`src/rtl/branch_resolve_unit_pkg.sv`:
```
// bru_pkg: shared types and constants for the branch resolve unit.
// Struct fields are sized for the widest supported parameterisation
// (tag up to 32 bits, target up to 64 bits); narrower instances zero-extend.
package bru_pkg;

  localparam int BRU_PC_W      = 32;
  localparam int BRU_TAG_MAX_W = 32;
  localparam int BRU_BTA_MAX_W = 64;

  // Distance from a branch to its sequential successor.
  localparam logic [BRU_PC_W-1:0] BRU_FT_OFFSET = 32'd4;

  typedef enum logic {
    UPD_INSERT = 1'b0,
    UPD_INVAL  = 1'b1
  } upd_kind_t;

  typedef enum logic [1:0] {
    OCC_EMPTY,
    OCC_PARTIAL,
    OCC_FULL
  } occ_t;

  typedef struct packed {
    logic                     valid;
    logic [BRU_PC_W-1:0]      pc;
    logic                     hit;
    logic [BRU_BTA_MAX_W-1:0] bta;
  } bru_track_t;

  typedef struct packed {
    upd_kind_t                kind;
    logic [BRU_TAG_MAX_W-1:0] tag;
    logic [BRU_BTA_MAX_W-1:0] bta;
  } bru_upd_t;

endpackage

```
`src/rtl/branch_resolve_unit_if.sv`:
```
// BTB update bus: valid/ready channel carrying insert/invalidate requests.
// master = branch resolve unit (producer), slave = BTB (consumer).
interface branch_resolve_unit_if
  import bru_pkg::*;
#(
  parameter int W_PC  = 8,
  parameter int W_BTA = 32
);

  logic             upd_valid;
  logic             upd_ready;
  upd_kind_t        upd_kind;
  logic [W_PC-1:0]  upd_tag;
  logic [W_BTA-1:0] upd_bta;

  modport master (
    output upd_valid,
    input  upd_ready,
    output upd_kind,
    output upd_tag,
    output upd_bta
  );

  modport slave (
    input  upd_valid,
    output upd_ready,
    input  upd_kind,
    input  upd_tag,
    input  upd_bta
  );

endinterface

```
`src/rtl/branch_resolve_unit_upd_fifo.sv`:
```
// bru_upd_fifo: valid/ready FIFO for BTB update requests. A push that
// arrives while full with no simultaneous pop is dropped and flagged.
// DEPTH must be a power of two (pointers wrap by natural overflow).
module bru_upd_fifo
  import bru_pkg::*;
#(
  parameter int  DEPTH = 2,
  parameter type T     = bru_upd_t
) (
  input  logic clk,
  input  logic reset,
  input  logic push_i,
  input  T     data_i,
  output logic valid_o,
  input  logic ready_i,
  output T     data_o,
  output logic drop_o
);

  localparam int PW = $clog2(DEPTH);
  localparam int CW = $clog2(DEPTH) + 1;

  T              mem_q [DEPTH];
  logic [PW-1:0] wr_ptr_q, wr_ptr_d;
  logic [PW-1:0] rd_ptr_q, rd_ptr_d;
  logic [CW-1:0] cnt_q, cnt_d;
  occ_t          occ;
  logic          pop;
  logic          push_ok;

  // Occupancy classification and push/pop decisions.
  always_comb begin
    occ = OCC_PARTIAL;
    if (cnt_q == '0) begin
      occ = OCC_EMPTY;
    end else if (cnt_q == CW'(DEPTH)) begin
      occ = OCC_FULL;
    end
    valid_o = (occ != OCC_EMPTY);
    pop     = valid_o && ready_i;
    push_ok = push_i && ((occ != OCC_FULL) || pop);
    drop_o  = push_i && (occ == OCC_FULL) && !pop;
    // Idle outputs read as zero so the bus is quiet when nothing is queued.
    data_o  = valid_o ? mem_q[rd_ptr_q] : '0;
  end

  // Next-state for pointers and occupancy counter.
  always_comb begin
    wr_ptr_d = wr_ptr_q;
    rd_ptr_d = rd_ptr_q;
    cnt_d    = cnt_q;
    if (push_ok) begin
      wr_ptr_d = wr_ptr_q + PW'(1);
    end
    if (pop) begin
      rd_ptr_d = rd_ptr_q + PW'(1);
    end
    unique case ({push_ok, pop})
      2'b10:   cnt_d = cnt_q + CW'(1);
      2'b01:   cnt_d = cnt_q - CW'(1);
      default: cnt_d = cnt_q;
    endcase
  end

  // Control state; reset empties the queue and discards pending entries.
  always_ff @(posedge clk) begin
    if (reset) begin
      wr_ptr_q <= '0;
      rd_ptr_q <= '0;
      cnt_q    <= '0;
    end else begin
      wr_ptr_q <= wr_ptr_d;
      rd_ptr_q <= rd_ptr_d;
      cnt_q    <= cnt_d;
    end
  end

  // Entry storage; contents are only meaningful behind the counter.
  always_ff @(posedge clk) begin
    if (push_ok && !reset) begin
      mem_q[wr_ptr_q] <= data_i;
    end
  end

endmodule

```
`src/rtl/branch_resolve_unit.sv`:
```
// branch_resolve_unit: carries BTB predictions from F through D to E,
// compares them with the resolved branch outcome, issues a one-cycle PC
// redirect on a misprediction and queues a BTB insert/invalidate request.
// Optional feature: define BRU_STATS_EN to add saturating 32-bit counters
// br_cnt, mispred_cnt and drop_cnt.
module branch_resolve_unit
  import bru_pkg::*;
#(
  parameter int W_PC    = 8,
  parameter int W_BTA   = 32,
  parameter int Q_DEPTH = 2
) (
  input  logic              clk,
  input  logic              reset,
  input  logic [31:0]       pc_f,
  input  logic              hit_f,
  input  logic [W_BTA-1:0]  bta_f,
  input  logic              stall_d,
  input  logic              flush_d,
  input  logic              flush_e,
  input  logic              branch_e,
  input  logic              taken_e,
  input  logic [W_BTA-1:0]  target_e,
  output logic              redirect_e,
  output logic [W_BTA-1:0]  redirect_pc,
  branch_resolve_unit_if.master upd
`ifdef BRU_STATS_EN
  ,
  output logic [31:0]       br_cnt,
  output logic [31:0]       mispred_cnt,
  output logic [31:0]       drop_cnt
`endif
);

  bru_track_t dtrk_q, dtrk_d;
  bru_track_t etrk_q, etrk_d;
  bru_upd_t   upd_entry;
  bru_upd_t   head;
  logic       upd_push;
  logic       upd_drop;
  logic       fifo_valid;
  logic [W_BTA-1:0] ft_pc;

  // D tracking register: flush/reset clear valid and hit; stall holds.
  always_comb begin
    dtrk_d = dtrk_q;
    if (reset || flush_d) begin
      dtrk_d.valid = 1'b0;
      dtrk_d.hit   = 1'b0;
    end else if (!stall_d) begin
      dtrk_d.valid = 1'b1;
      dtrk_d.pc    = pc_f;
      dtrk_d.hit   = hit_f;
      dtrk_d.bta   = BRU_BTA_MAX_W'(bta_f);
    end
  end

  // E tracking register: follows D every cycle unless flushed.
  always_comb begin
    etrk_d = dtrk_q;
    if (reset || flush_e) begin
      etrk_d.valid = 1'b0;
      etrk_d.hit   = 1'b0;
    end
  end

  // ---- F/D and D/E stage boundaries ----
  always_ff @(posedge clk) begin
    dtrk_q <= dtrk_d;
    etrk_q <= etrk_d;
  end

  // E-stage classification: redirect and BTB update request.
  always_comb begin
    ft_pc       = W_BTA'(etrk_q.pc + BRU_FT_OFFSET);
    redirect_e  = 1'b0;
    redirect_pc = '0;
    upd_push    = 1'b0;
    upd_entry   = '0;
    upd_entry.tag = BRU_TAG_MAX_W'(etrk_q.pc[W_PC-1:0]);
    if (etrk_q.valid) begin
      if (branch_e) begin
        if (taken_e && (!etrk_q.hit || (W_BTA'(etrk_q.bta) != target_e))) begin
          // Unpredicted or wrong-target taken branch: (re)install target.
          redirect_e     = 1'b1;
          redirect_pc    = target_e;
          upd_push       = 1'b1;
          upd_entry.kind = UPD_INSERT;
          upd_entry.bta  = BRU_BTA_MAX_W'(target_e);
        end else if (!taken_e && etrk_q.hit) begin
          redirect_e     = 1'b1;
          redirect_pc    = ft_pc;
          upd_push       = 1'b1;
          upd_entry.kind = UPD_INVAL;
        end
      end else if (etrk_q.hit) begin
        // BTB aliased a non-branch: fall through and evict the entry.
        redirect_e     = 1'b1;
        redirect_pc    = ft_pc;
        upd_push       = 1'b1;
        upd_entry.kind = UPD_INVAL;
      end
    end
  end

  bru_upd_fifo #(
    .DEPTH (Q_DEPTH),
    .T     (bru_upd_t)
  ) u_upd_fifo (
    .clk     (clk),
    .reset   (reset),
    .push_i  (upd_push),
    .data_i  (upd_entry),
    .valid_o (fifo_valid),
    .ready_i (upd.upd_ready),
    .data_o  (head),
    .drop_o  (upd_drop)
  );

  // Narrow the package-wide entry onto the parameterised bus.
  always_comb begin
    upd.upd_valid = fifo_valid;
    upd.upd_kind  = head.kind;
    upd.upd_tag   = W_PC'(head.tag);
    upd.upd_bta   = W_BTA'(head.bta);
  end

  // Upper bits of the package-wide fields are zero for narrow instances.
  logic unused_hi;
  assign unused_hi = ^{etrk_q.bta, head.tag, head.bta};

`ifdef BRU_STATS_EN
  logic [31:0] br_cnt_q, mispred_cnt_q, drop_cnt_q;

  function automatic logic [31:0] sat_inc(input logic [31:0] v);
    return (v == '1) ? v : v + 32'd1;
  endfunction

  // Saturating event counters.
  always_ff @(posedge clk) begin
    if (reset) begin
      br_cnt_q      <= '0;
      mispred_cnt_q <= '0;
      drop_cnt_q    <= '0;
    end else begin
      if (etrk_q.valid && branch_e) br_cnt_q      <= sat_inc(br_cnt_q);
      if (redirect_e)               mispred_cnt_q <= sat_inc(mispred_cnt_q);
      if (upd_drop)                 drop_cnt_q    <= sat_inc(drop_cnt_q);
    end
  end

  assign br_cnt      = br_cnt_q;
  assign mispred_cnt = mispred_cnt_q;
  assign drop_cnt    = drop_cnt_q;
`else
  logic unused_drop;
  assign unused_drop = upd_drop;
`endif

endmodule

```
`src/flat_wrapper.sv`:
```
// flat-port wrapper written by rule: the top's interface ports become plain ports
module branch_resolve_unit_flat import bru_pkg::*;
#(
  parameter int W_PC    = 8,
  parameter int W_BTA   = 32,
  parameter int Q_DEPTH = 2
)
  (clk, reset, pc_f, hit_f, bta_f, stall_d, flush_d, flush_e, branch_e, taken_e, target_e, redirect_e, redirect_pc, upd_upd_valid, upd_upd_ready, upd_upd_kind, upd_upd_tag, upd_upd_bta);
  branch_resolve_unit_if #(.W_PC(W_PC), .W_BTA(W_BTA)) upd_i ();
  input  logic clk;
  input  logic reset;
  input  logic [31:0] pc_f;
  input  logic hit_f;
  input  logic [W_BTA-1:0] bta_f;
  input  logic stall_d;
  input  logic flush_d;
  input  logic flush_e;
  input  logic branch_e;
  input  logic taken_e;
  input  logic [W_BTA-1:0] target_e;
  output logic redirect_e;
  output logic [W_BTA-1:0] redirect_pc;
  output wire logic [$bits(upd_i.upd_valid)-1:0] upd_upd_valid;
  input wire logic [$bits(upd_i.upd_ready)-1:0] upd_upd_ready;
  output wire logic [$bits(upd_i.upd_kind)-1:0] upd_upd_kind;
  output wire logic [$bits(upd_i.upd_tag)-1:0] upd_upd_tag;
  output wire logic [$bits(upd_i.upd_bta)-1:0] upd_upd_bta;
  assign upd_upd_valid = upd_i.upd_valid;
  assign upd_i.upd_ready = upd_upd_ready;
  assign upd_upd_kind = upd_i.upd_kind;
  assign upd_upd_tag = upd_i.upd_tag;
  assign upd_upd_bta = upd_i.upd_bta;
  branch_resolve_unit #(.W_PC(W_PC), .W_BTA(W_BTA), .Q_DEPTH(Q_DEPTH)) u_core (.clk(clk), .reset(reset), .pc_f(pc_f), .hit_f(hit_f), .bta_f(bta_f), .stall_d(stall_d), .flush_d(flush_d), .flush_e(flush_e), .branch_e(branch_e), .taken_e(taken_e), .target_e(target_e), .redirect_e(redirect_e), .redirect_pc(redirect_pc), .upd(upd_i));
endmodule
```
`config.mk`:
```
export PLATFORM = sky130hd
export DESIGN_NAME = branch_resolve_unit_flat
export DESIGN_NICKNAME = d
export VERILOG_FILES = /design/src/rtl/branch_resolve_unit_pkg.sv /design/src/rtl/branch_resolve_unit_if.sv /design/src/rtl/branch_resolve_unit_upd_fifo.sv /design/src/rtl/branch_resolve_unit.sv /design/src/flat_wrapper.sv
export SDC_FILE = /design/constraint.sdc
export NUM_CORES = 1
export LEC_CHECK = 0
export ABC_AREA = 1
export BUFFER_PORTS_ARGS = -buffer_cell sky130_fd_sc_hd__buf_2
export CORE_AREA = 5 5 164 166
export CTS_BUF_LIST = sky130_fd_sc_hd__clkbuf_16
export DETAILED_ROUTE_END_ITERATION = 6
export DIE_AREA = 0 0 169 171
export MAX_ROUTING_LAYER = met4
export SYNTH_ARGS = -nofsm -noshare
export SYNTH_HDL_FRONTEND = slang
export SYNTH_SLANG_ARGS = --single-unit
```
`constraint.sdc`:
```
create_clock -name clk -period 10.9 [get_ports clk]
set_input_delay 1.635 -clock clk [delete_from_list [all_inputs] [get_ports clk]]
set_output_delay 1.635 -clock clk [all_outputs]
set_load 0.05 [all_outputs]
```
== Word level (Yosys, flattened, before mapping) ==
Memory sizes are Yosys's and may differ from the RTL's. A register that Yosys moved wholly into a read port is not among the register bits.
Cells that the tools add are included.
Cells by class
  add/sub/neg operators: 5
  reduce and logical (&&, ||, !) cells: 16
  shift-type cells: 0
  divide/modulo/power cells: 0
  $lt $le $gt $ge: 0
  muxes and demuxes: 24
  eq/ne operators: 5
  multiply operators: 0
  bitwise logic cells: 2
Operator list (count)
  32-bit 2-to-1 mux: 6
  64-bit 2-to-1 mux: 2
  97-bit 2-to-1 mux: 1
  32-bit by 3-bit adder with 32-bit output (second input constant): 1
  32-bit != test: 1
  1-bit 2-to-1 mux: 12
  1-bit logical AND: 5
  2-bit equality test (second input constant): 2
  1-bit logical OR: 4
  2-bit 2-to-1 mux: 2
  2-bit one-hot mux with 2 select lines: 1
  2-bit nonzero test: 2
  1-bit logical NOT: 3
  1-bit adder (second input constant): 2
  2-bit by 1-bit adder with 2-bit output (second input constant): 1
  2-bit by 1-bit equality test with 1-bit output (second input constant): 1
  2-bit logical NOT: 1
  2-bit != test (second input constant): 1
  1-bit NOT: 2
  2-bit AND reduction: 1
  2-bit by 1-bit subtractor with 2-bit output (second input constant): 1
Word-level totals
  bits in writable memories: 146
  register bits after elaboration: 136
  bits in latches: 0
  memories kept: 1
  memory bits (read-only): 0
  output and inout bits: 75
Memories
  u_core.u_upd_fifo.mem_q: words 2, width 73, rd ports 1, clocked after Yosys merged registers in 1, wr ports 1, RTL line branch_resolve_unit_upd_fifo.sv:23  | T mem_q [DEPTH];

== Logic depth before layout (Yosys ltp) ==
Gate-level depths: netlist of the first run.
  depth after elaboration: 10
  gate-level depth with buffers: 16
  mapped depth without buffers: 16

== Modules after synthesis ==
Synthesis of the first run repeated with hierarchy kept, for this count alone.
Unflattened totals
  cells, all modules: 1186
  area total of the unflattened synthesis: 13186.4 µm²
Modules (own cells, without submodules)
  bru_upd_fifo: cells an instance 558, seq. area each 5925.7 µm², instances 1, area an instance 7591.0 µm²
  branch_resolve_unit: cells an instance 628, seq. area each 3283.1 µm², instances 1, area an instance 5595.4 µm²

== Worst setup path before layout of the first run ==
OpenSTA, ideal clock, no wires.
  kind: input to register
  start point: in target_e[9]
  end point: mem u_core.u_upd_fifo.mem_q[1][0] in the netlist's numbering, enable pin
  stages: 11
  setup slack: 4.898 ns
  setup time: 0.490 ns
  path buffers: 0
  arrival time: 5.512 ns
  cell sequence: inv_1 or2_0 nand3_1 nor2_1 nand2_1 nor2_1 nand2_1 nand3_1 nand2_2 o21ai_1 nor3_1
On the way
  cells in the longest elaborated chain, start to end: 10
Ends and longest elaborated chain
  start, declared: RTL line flat_wrapper.sv:20  | input logic [W_BTA-1:0] target_e;
  32-bit != test: RTL line branch_resolve_unit.sv:83  | if (taken_e && (!etrk_q.hit || (W_BTA'(etrk_q.bta) != target_e))) begin
  1-bit logical OR: RTL line branch_resolve_unit.sv:83
  1-bit logical AND: RTL line branch_resolve_unit.sv:83
  1-bit 2-to-1 mux (3 in series)
  via redirect_e: RTL line flat_wrapper.sv:21  | output logic redirect_e;
  1-bit logical AND: RTL line branch_resolve_unit_upd_fifo.sv:41  | push_ok = push_i && ((occ != OCC_FULL) || pop);
  1-bit logical AND: RTL line branch_resolve_unit_upd_fifo.sv:80  | if (push_ok && !reset) begin
  1-bit 2-to-1 mux: RTL line branch_resolve_unit_upd_fifo.sv:80
  1-bit 2-to-1 mux (implied by the code): RTL line branch_resolve_unit_upd_fifo.sv:81  | mem_q[wr_ptr_q] <= data_i;
  end, declared: RTL line branch_resolve_unit_upd_fifo.sv:23
The timed path passes the listed nets, and every way through them passes these cells.

== Final worst setup path of the first run ==
  start point: in target_e[7]
  end point: out redirect_pc[18]
On the way
  cells in the longest elaborated chain, start to end: 6
Ends and longest elaborated chain
  32-bit != test: RTL line branch_resolve_unit.sv:83
  1-bit logical OR: RTL line branch_resolve_unit.sv:83
  1-bit logical AND: RTL line branch_resolve_unit.sv:83
  32-bit 2-to-1 mux: RTL line branch_resolve_unit.sv:83
  32-bit 2-to-1 mux: RTL line branch_resolve_unit.sv:82  | if (branch_e) begin
  32-bit 2-to-1 mux: RTL line branch_resolve_unit.sv:81  | if (etrk_q.valid) begin
  end, declared: RTL line flat_wrapper.sv:22  | output logic [W_BTA-1:0] redirect_pc;
No other way between the ends.

==> out/results.txt, run 1 <==
yosys warns - 0
FP Rows - 59
syn_area_per_cell - 10.48 um2
# setup viols final - 0
DR iter-0 viols - 466
crit path launch type - input pin
Tot Pwr - 1.797 mW
Clock Path Buffers - 3
Routed WL - 25.79 mm
FF+latch count, synth - 219
PD cells - 166.4 nW/um2
register area - 5846 um2
Final Cell Area - 10800 um2
Post-Syn Area - 8717 um2
Setup TNS Final - 0 ns
Fmax - 184.2 MHz
synth top area cells - edfxtp_1 (50%), dfxtp_1 (17%), nand2_1 (9.2%)
Vias/cell - 4.717
asr flop ratio synth - 0
vias in the first global route - 6428
GPL Wtd Cong - 0.8565
Core Region - 25470 um2
multi-input gate area in the final layout - 2457 um2
GRT Total Usage - 0.1776
port bufs - 179
post-DP HPWL - 19.57 mm
Worst Path Arrival - 3.80 ns
clock sink total - 219
status - complete, no violations
Setup Skew - 0.01854 ns
Mapped Cells - 832
Starting Density - 0.3423
RSZ-0062 raised after global routing - no
Seq/Total Area, Yosys - 0.6706
grt ovf - 0
layout cells sized above 1 - 0.2507
Tcrit/Tclk final - 0.4982
dpl cell area - 10020 um2
endpoints failing hold - 0
DIE WIDTH - 169 um
Reg clk slew, reported paths - 0.05 ns
TritonCTS clock tree - built
synth-to-layout area growth - 23.90%
max-cap violations - 0
critical path required time - 9.27 ns
largest net degree at the start of global routing - 65
initial antenna violation count - 4
CTS Buf Count - 24
Post-synth EDFFs - 146
Yosys cell types - 45
die area - 28900 um2
critical path capture point type - output pin
Main synth FF type - edfxtp_1
Worst VDD drop - 103.4 uV
post-CTS resize count - 0
number of hold buffers added after cts - 0
post-CTS setup buffers - 0
Tmin final - 5.430 ns
DRC viols - 0
Pre-Repair DR Iteration Count - 4
Root Buffer - clkbuf_16
first-pass GRT wire length - 37.95 mm
relative slew slack - 0.2285
syn_nets - 938
crit-path max FO - 28
dominant cell type by area after synthesis - edfxtp_1
Slew Limit Fails - 0
top-area cell type share of the netlist area - 0.5029
Wirelength per Cell - 18.69 um
Leak - 4.606 nW
Final ANT Viol Nets - 0
worst slew pin tran - 1.151 ns
chip height - 171 um
fin nets - 1129
Clk Latency, worst-skew pair - 0.51 ns
Crit Path Category - input pin to output pin
Ports - 180
filler cell count - 2500
H-tree depth - 1
hold crit path type - flip-flop to flip-flop
via count - 6509
[stage by stage]
step                      hold slack (ns)  utilization  std cells  setup WS [ns]
after floorplan                    0.3233            -        832          4.898
after global placement             0.3257       0.3934       1332          5.530
after detailed placement           0.3269       0.3934       1332          5.539
after CTS                          0.3387       0.4237       1376          5.527
after global routing               0.3462       0.4241       1380          5.336
final                              0.3385       0.4241       1380          5.470
[path summary, 6_finish.rpt]
path | slack [ns] | to | depth (start not counted) | start
max | 5.47 | redirect_pc[18] | 12 | target_e[7]
min | 0.34 | u_core.etrk_q[76]$_DFF_P_ | 0 | u_core.dtrk_q[76]$_DFFE_PP_
max reg2reg | 7.41 | u_core.u_upd_fifo.mem_q[1][13]$_DFFE_PP_ | 7 | u_core.etrk_q[97]$_SDFF_PP0_
min reg2reg | 0.34 | u_core.etrk_q[76]$_DFF_P_ | 0 | u_core.dtrk_q[76]$_DFFE_PP_
[critical path, stage by stage]
cell and delay (ns):
buf_2 0.13, or2_0 0.23, nand3_1 0.08, nor2_1 0.06
nand2_1 0.06, nor2_1 0.04, nand2_1 0.07, nand2_1 0.14
inv_2 0.42, nand3_1 0.34, o21ai_1 0.26, buf_2 0.32
[cell usage after synthesis, drive strengths merged, types with 2 or more instances]
master	count
clkbuf	19
nand4	15
inv	92
buf	2
xor2	7
o21bai	2
dfxtp	73
o32ai	5
xnor2	10
a31o	2
nor4	5
o22ai	2
a31oi	6
nand2	219
o21ai	28
or2	9
a21oi	62
edfxtp	146
nor2	71
nand3	33
nor3	16
[placed cells by master (no fill, tap or decap), types with 4 or more instances in the layout]
cell type    n
a21oi_1     62
a31oi_1      6
buf_2      179
buf_4        7
clkbuf_16   25
clkinv_1     6
clkinv_2     5
dfxtp_1     73
diode_2      4
edfxtp_1   146
inv_1       87
inv_2        9
nand2_1    214
nand2_2      5
nand3_1     30
nand4_1     14
nor2_1      63
nor2_4       6
nor3_1      11
nor4_1       4
o21ai_0     14
o21ai_1     14
o32ai_1      5
or2_2        6
xnor2_1     10
xor2_1       7
[flip-flops by register name, indices dropped and copies added, names as in the netlist, named ones only]
register	cells
u_core.u_upd_fifo.mem_q	82
u_core.dtrk_q	66
u_core.etrk_q	66
u_core.u_upd_fifo.cnt_q	2
u_core.u_upd_fifo.rd_ptr_q	1
u_core.u_upd_fifo.wr_ptr_q	1
[kinds of logic (layout without fill, tap and decap cells)]
| group | after synthesis | count (layout) | share of synthesized area |
|---|---|---|---|
| other cells | 0 | 4 | 0 |
| mux | 1 | 1 | 0.001148 |
| xor+xnor | 17 | 17 | 0.01708 |
| simple gates | 370 | 370 | 0.1905 |
| compound gates | 110 | 110 | 0.06919 |
| buf+inv | 114 | 323 | 0.05009 |
| fa+ha+maj | 1 | 1 | 0.001435 |
| flops | 219 | 219 | 0.6706 |
[routing by layer]
layer | GRT usage | vias up | part of all wire
met5 | - | - | 0
met4 | 0.05915 | 0 | 0.027
met3 | 0.04020 | 42 | 0.074
met2 | 0.2922 | 224 | 0.49
met1 | 0.2182 | 3062 | 0.41
li1 | - | 3181 | -
[where the power goes]
part,total (mW),switching [mW],internal (mW)
Combinational,0.0981,0.0662,0.0319
Sequential,0.920,0.0133,0.906
Clock,0.779,0.317,0.463
[area by class of cell]
class                      instances  area share
tap                              335     0.03881
timing repair buffer             186     0.08781
inverter                          93     0.03232
sequential                       219      0.5412
multi-input combinational        499      0.2275
antenna                            4   0.0009268
clock inverter                    19     0.01344
clock buffer                      25     0.05792
No activity file was read; power rests on OpenSTA's default activity.
==> inputs of run 2 (changes only) <==
clock period = 5 ns   (was 10.9 ns; I/O delays follow)
==> run 2 against run 1 <==
  * Die area is the same
  * Wire length is 2.8% lower
  * Clock power is 110% higher
  * Via count is 1.9% lower
  * Clock skew fell by 0.0083 ns
  * Final area decreased by 0.12%
  * Global-route usage decreased by 0.46 points
  * Cell count fell by 0.14%
  * Utilization hardly changed
  * Setup slack got worse by 4.2 ns
  * Flip-flop and latch count unchanged
  * Hold slack about the same
  * Critical path type is now flip-flop to output pin
  * Critical endpoint is now redirect_pc[27]
  * Highest routed layer unchanged
==> out/results.txt, run 2 (synthesized netlist as in run 1, its figures left out) <==
status - complete, no violations (unchanged)
Tcrit/Tclk final - 0.7546
H-tree depth - 1 (unchanged)
RSZ-0062 raised after global routing - no (unchanged)
hold crit path type - flip-flop to flip-flop (unchanged)
Ports - 180 (unchanged)
slowest stage delay, CP - 0.81 ns (was 0.42 ns)
Slew Limit Fails - 0 (unchanged)
via count - 6383 (was 6509)
number of hold buffers added after cts - 0 (unchanged)
Leak - 4.607 nW (was 4.606 nW)
endpoints failing hold - 0 (unchanged)
PD cells - 358.8 nW/um2 (was 166.4 nW/um2)
critical path capture point type - output pin (unchanged)
post-CTS setup buffers - 0 (unchanged)
Clk Latency, worst-skew pair - 0.51 ns (about the same)
Buf+Inv Stages, Crit Path - 1 (was 3)
grt ovf - 0 (unchanged)
leading cell type in the layout, fill and taps excluded - nand2_1 (unchanged)
FP Rows - 59 (unchanged)
GPL Wtd Cong - 0.9441 (was 0.8565)
Setup Skew - 0.01023 ns (was 0.01854 ns)
post-CTS resize count - 0 (unchanged)
Worst VDD drop - 244.6 uV (was 103.4 uV)
Wirelength per Cell - 18.19 um (was 18.69 um)
Vias/cell - 4.632 (was 4.717)
port bufs - 179 (unchanged)
Worst Path Arrival - 3.02 ns (was 3.80 ns)
filler cell count - 2485 (was 2500)
chip height - 171 um (unchanged)
Core Region - 25470 um2 (unchanged)
CP top delay family - simple AND/OR/NAND/NOR gates (unchanged)
setup ws final - 1.227 ns (was 5.470 ns)
Clock Path Buffers - 3 (unchanged)
max-cap violations - 0 (unchanged)
Largest regs - u_core.u_upd_fifo.mem_q: 82 flops, u_core.dtrk_q: 66 flops, u_core.etrk_q: 66 flops (unchanged)
# setup viols final - 0 (unchanged)
largest net degree at the start of global routing - 65 (unchanged)
Pre-Repair DR Iteration Count - 5 (was 4)
Tmin final - 3.773 ns
initial antenna violation count - 5 (was 4)
relative slew slack - 0.4024 (was 0.2285)
layout cells sized above 1 - 0.2495 (was 0.2507)
Reg with most FFs - u_core.u_upd_fifo.mem_q (unchanged)
CTS Buf Count - 22 (was 24)
die area - 28900 um2 (unchanged)
DR iter-0 viols - 385 (was 466)
post-DP HPWL - 19.30 mm (was 19.57 mm)
DIE WIDTH - 169 um (unchanged)
Setup TNS Final - 0 ns (unchanged)
first-pass GRT wire length - 36.69 mm (was 37.95 mm)
crit path launch type - flip-flop (was input pin)
WHS - 0.3385 ns (about the same)
crit-path max FO - 24 (was 28)
Root Buffer - clkbuf_16 (unchanged)
commonest cells after routing, fill and taps aside - nand2_1 (214), buf_2 (179), edfxtp_1 (146), inv_1 (87), dfxtp_1 (73) (unchanged)
Fmax - 265.0 MHz
GRT Total Usage - 0.1730 (was 0.1776)
clock sink total - 219 (unchanged)
worst slew pin tran - 0.8943 ns (was 1.151 ns)
Place WS - 1.363 ns (was 5.539 ns)
synth-to-layout area growth - 23.75% (was 23.90%)
DP Cell Count - 1333 (was 1332)
Reg clk slew, reported paths - 0.06 ns (was 0.05 ns)
Final ANT Viol Nets - 0 (unchanged)
fin nets - 1128 (was 1129)
number of flip-flops under the largest register name - 82 (unchanged)
Crit Path Category - flip-flop to output pin (was input pin to output pin)
Routed WL - 25.06 mm (was 25.79 mm)
Starting Density - 0.3423 (unchanged)
cells along the critical path - nand2_1, nor3_1, o21bai_2, buf_2 (was buf_2, or2_0, nand3_1, nor2_1, nand2_1, nor2_1, nand2_1, nand2_1, inv_2, nand3_1, o21ai_1, buf_2)
Worst path slowest cell - nor3_1 (was inv_2)
vias in the first global route - 6275 (was 6428)
non-filler cells, final - 1378 (was 1380)
critical path required time - 4.25 ns (was 9.27 ns)
TritonCTS clock tree - built (unchanged)
DRC viols - 0 (unchanged)
run 2: layout make-up:
type	count	area, um2	area share
Sequential cell	219	5846	0.5419
Multi-Input combinational cell	499	2464	0.2284
Timing Repair Buffer	187	955.9	0.08861
Clock buffer	25	625.6	0.05799
Tap cell	335	419.2	0.03885
Inverter	93	349.1	0.03236
Clock inverter	15	116.4	0.01079
Antenna cell	5	12.51	0.001160
run 2: stage by stage:
step / power, mW / util / cell area, um2
2_1_floorplan: 2.152 / - / 8722
3_3_place_gp: 2.255 / 0.3940 / 10030
3_5_place_dp: 2.256 / 0.3940 / 10030
4_1_cts: 3.918 / 0.4231 / 10780
5_1_grt: 4.022 / 0.4236 / 10790
6_report: 3.871 / 0.4236 / 10790
run 2: metal layers:
layer | routed length, um | track usage | part of all wire | vias up
met5 | 0 | - | 0 | -
met4 | 680 | 0.05215 | 0.027 | 0
met3 | 2104 | 0.04482 | 0.084 | 46
met2 | 11980 | 0.2812 | 0.48 | 236
met1 | 10300 | 0.2142 | 0.41 | 2910
li1 | - | - | - | 3191
run 2: worst paths after layout:
path,from,endpoint,slack [ns],cells after the start
setup / recovery,u_core.etrk_q[97]$_SDFF_PP0_,redirect_pc[27],1.23,4
hold / removal,u_core.dtrk_q[8]$_DFFE_PP_,u_core.etrk_q[8]$_DFF_P_,0.34,0
setup reg to reg,u_core.etrk_q[97]$_SDFF_PP0_,u_core.u_upd_fifo.mem_q[0][13]$_DFFE_PP_,2.22,7
hold reg to reg,u_core.dtrk_q[8]$_DFFE_PP_,u_core.etrk_q[8]$_DFF_P_,0.34,0
run 2: report_power, final:
group	internal, mW	switching, mW	total, mW
Clock	0.996	0.658	1.65
Sequential	1.98	0.0290	2.00
Combinational	0.0695	0.143	0.212
Total	3.04	0.830	3.87
run 2: worst reg2reg max path, cell delays in order, from the launching register on:
cell	delay, ns
dfxtp_1	0.53
o21ai_1	0.25
inv_1	0.21
nand3_1	0.18
nand2_2	0.17
o21ai_1	0.20
nor2_4	0.48
buf_4	0.42
==> inputs of run 3 (changes only) <==
clock period = 3.25 ns   (was 5 ns; I/O delays follow)
==> run 3 against run 2 <==
  * Cell count up 1.2%
  * Die area unchanged
  * Global-route usage up 0.12 points
  * First-iteration DRC count up 34%
  * Critical path depth up 3
  * Combinational power up 60%
==> out/results.txt, run 3 (synthesized netlist as in run 1, its figures left out) <==
status - complete, no violations (unchanged)
H-tree depth - 1 (unchanged)
Clk Latency, worst-skew pair - 0.51 ns (about the same)
internal power - 4.573 mW (was 3.041 mW)
Comb power frac - 0.058 (was 0.055)
Clock power frac - 0.418 (was 0.427)
GPL Wtd Cong - 0.9023 (was 0.9441)
Switching Share - 0.2232 (was 0.2143)
worst slew pin tran - 0.7256 ns (was 0.8943 ns)
Crit Path Category - flip-flop to output pin (unchanged)
Clock Path Buffers - 3 (unchanged)
DP Cell Count - 1343 (was 1333)
Slew Limit Fails - 0 (unchanged)
Ports - 180 (unchanged)
Pre-Repair DR Iteration Count - 5 (unchanged)
initial antenna violation count - 5 (unchanged)
Tcrit/Tclk final - 0.9740
Starting Density - 0.3423 (unchanged)
TritonCTS clock tree - built (unchanged)
critical path capture point type - output pin (unchanged)
Leak - 4.700 nW (was 4.607 nW)
post-DP HPWL - 19.13 mm (was 19.30 mm)
Reg with most FFs - u_core.u_upd_fifo.mem_q (unchanged)
setup ws final - 0.08452 ns (was 1.227 ns)
grt ovf - 0 (unchanged)
P_sw - 1.314 mW (was 0.8295 mW)
clock sink total - 219 (unchanged)
synth-to-layout area growth - 26.84% (was 23.75%)
crit-path max FO - 10 (was 24)
DIE WIDTH - 169 um (unchanged)
commonest cells after routing, fill and taps aside - nand2_1 (213), buf_2 (168), edfxtp_1 (146), inv_1 (88), dfxtp_1 (68) (was nand2_1 (214), buf_2 (179), edfxtp_1 (146), inv_1 (87), dfxtp_1 (73))
Worst Reg2Reg Path Length in Cells - 7 (unchanged)
number of hold buffers added after cts - 0 (unchanged)
RSZ-0062 raised after global routing - yes (was no)
Vias/cell - 4.692 (was 4.632)
worst r2r src - u_core.etrk_q[64]$_SDFF_PP0_ (was u_core.etrk_q[97]$_SDFF_PP0_)
number of flip-flops under the largest register name - 82 (unchanged)
Tot Pwr - 5.887 mW (was 3.871 mW)
Flop pwr share - 0.524 (was 0.518)
relative slew slack - 0.5125 (was 0.4024)
Setup Skew - 0.01041 ns (was 0.01023 ns)
FP Rows - 59 (unchanged)
port bufs - 179 (unchanged)
Critical path origin - u_core.etrk_q[64]$_SDFF_PP0_ (was u_core.etrk_q[97]$_SDFF_PP0_)
Worst VDD drop - 367.9 uV (was 244.6 uV)
largest net degree at the start of global routing - 61 (was 65)
Final ANT Viol Nets - 0 (unchanged)
chip height - 171 um (unchanged)
endpoints failing hold - 0 (unchanged)
WHS - 0.1493 ns (was 0.3385 ns)
Reg clk slew, reported paths - 0.06 ns (about the same)
CTS Buf Count - 23 (was 22)
Setup TNS Final - 0 ns (unchanged)
filler cell count - 2463 (was 2485)
first-pass GRT wire length - 36.95 mm (was 36.69 mm)
Largest regs - u_core.u_upd_fifo.mem_q: 82 flops, u_core.dtrk_q: 66 flops, u_core.etrk_q: 66 flops (unchanged)
max-cap violations - 0 (unchanged)
Tmin final - 3.165 ns
DR iter-0 viols - 517 (was 385)
hold crit path type - input pin to flip-flop (was flip-flop to flip-flop)
Fmax - 315.9 MHz
worst reg2reg setup slack - 0.73 ns (was 2.22 ns)
Place WS - 0.1267 ns (was 1.363 ns)
# setup viols final - 0 (unchanged)
Worst Path Arrival - 2.68 ns (was 3.02 ns)
die area - 28900 um2 (unchanged)
layout cells sized above 1 - 0.2780 (was 0.2495)
via count - 6541 (was 6383)
GRT Total Usage - 0.1742 (was 0.1730)
crit path capture - redirect_pc[15] (was redirect_pc[27])
crit path launch type - flip-flop (unchanged)
critical path required time - 2.76 ns (was 4.25 ns)
leading cell type in the layout, fill and taps excluded - nand2_1 (unchanged)
Root Buffer - clkbuf_16 (unchanged)
DRC viols - 0 (unchanged)
Routed WL - 25.20 mm (was 25.06 mm)
vias in the first global route - 6366 (was 6275)
fin nets - 1143 (was 1128)
PD cells - 532.4 nW/um2 (was 358.8 nW/um2)
non-filler cells, final - 1394 (was 1378)
Core Region - 25470 um2 (unchanged)
Reg-to-Reg End - u_core.u_upd_fifo.mem_q[1][16]$_DFFE_PP_ (was u_core.u_upd_fifo.mem_q[0][13]$_DFFE_PP_)
Wirelength per Cell - 18.08 um (was 18.19 um)
run 3: cell types whose count changed in the layout (fill, tap and decap cells not counted), moves of 3 or more:
cell / change
buf_12: +3
buf_2: -11
buf_4: +15
clkbuf_4: +4
dfxtp_1: -5
dfxtp_2: +4
inv_2: -3
o32ai_1: -3
o32ai_2: +3
run 3: power groups by stage:
stage	logic, mW	clock network, mW	registers [mW]
after detailed placement	0.333	0	3.14
after floorplan	0.183	0	3.13
after CTS	0.336	2.51	3.08
after global routing	0.374	2.67	3.09
after global placement	0.332	0	3.14
final	0.340	2.46	3.09
run 3: how the worst min path moves through the flow:
stage                                 from                          to  slack [ns]  cells past startpoint
2_1_floorplan   u_core.dtrk_q[0]$_DFFE_PP_    u_core.etrk_q[0]$_DFF_P_        0.32                      0
3_3_place_gp   u_core.dtrk_q[11]$_DFFE_PP_   u_core.etrk_q[11]$_DFF_P_        0.32                      0
3_5_place_dp    u_core.dtrk_q[4]$_DFFE_PP_    u_core.etrk_q[4]$_DFF_P_        0.33                      0
4_1_cts                           bta_f[2]  u_core.dtrk_q[2]$_DFFE_PP_        0.13                      1
5_1_grt                           bta_f[2]  u_core.dtrk_q[2]$_DFFE_PP_        0.13                      1
6_report                          bta_f[2]  u_core.dtrk_q[2]$_DFFE_PP_        0.15                      1
run 3: repair_timing:
action	CTS	global route
gates resized for setup	12	30
gates cloned	0	1
setup endpoints to repair	8	23
setup buffers	2	1
hold endpoints to repair	0	0
pin swaps	1	6
run 3: final cells by class:
cell class / instances / area, um2 / area share
antenna: 5 / 12.51 / 0.001132
clock buffer: 24 / 600.6 / 0.05432
clock inverter: 18 / 115.1 / 0.01041
inverter: 93 / 357.8 / 0.03236
multi-input combinational: 499 / 2566 / 0.2321
sequential: 219 / 5854 / 0.5295
tap: 335 / 419.2 / 0.03791
timing repair buffer: 200 / 1126 / 0.1018
timing repair inverter: 1 / 5.005 / 0.0004526
run 3: worst max-delay path, cell delays in order, from the launching register on:
cell and delay (ns):
dfxtp_1 0.39, inv_2 0.10, a21oi_1 0.37, nand2_2 0.30, clkinvlp_4 0.32, o211ai_1 0.17
o21ai_1 0.19, buf_2 0.32
run 3: layer usage:
layer | GRT usage | up-vias | part of all wire
met5 | - | - | 0
met4 | 0.06790 | 0 | 0.039
met3 | 0.03212 | 56 | 0.070
met2 | 0.2753 | 227 | 0.47
met1 | 0.2241 | 3046 | 0.42
li1 | - | 3212 | -
run 3: through the flow:
step	instance area, um2	util
floorplan	8727	-
global placement	10150	0.3984
detailed placement	10150	0.3984
CTS	10910	0.4285
global route	11060	0.4341
finish	11060	0.4341
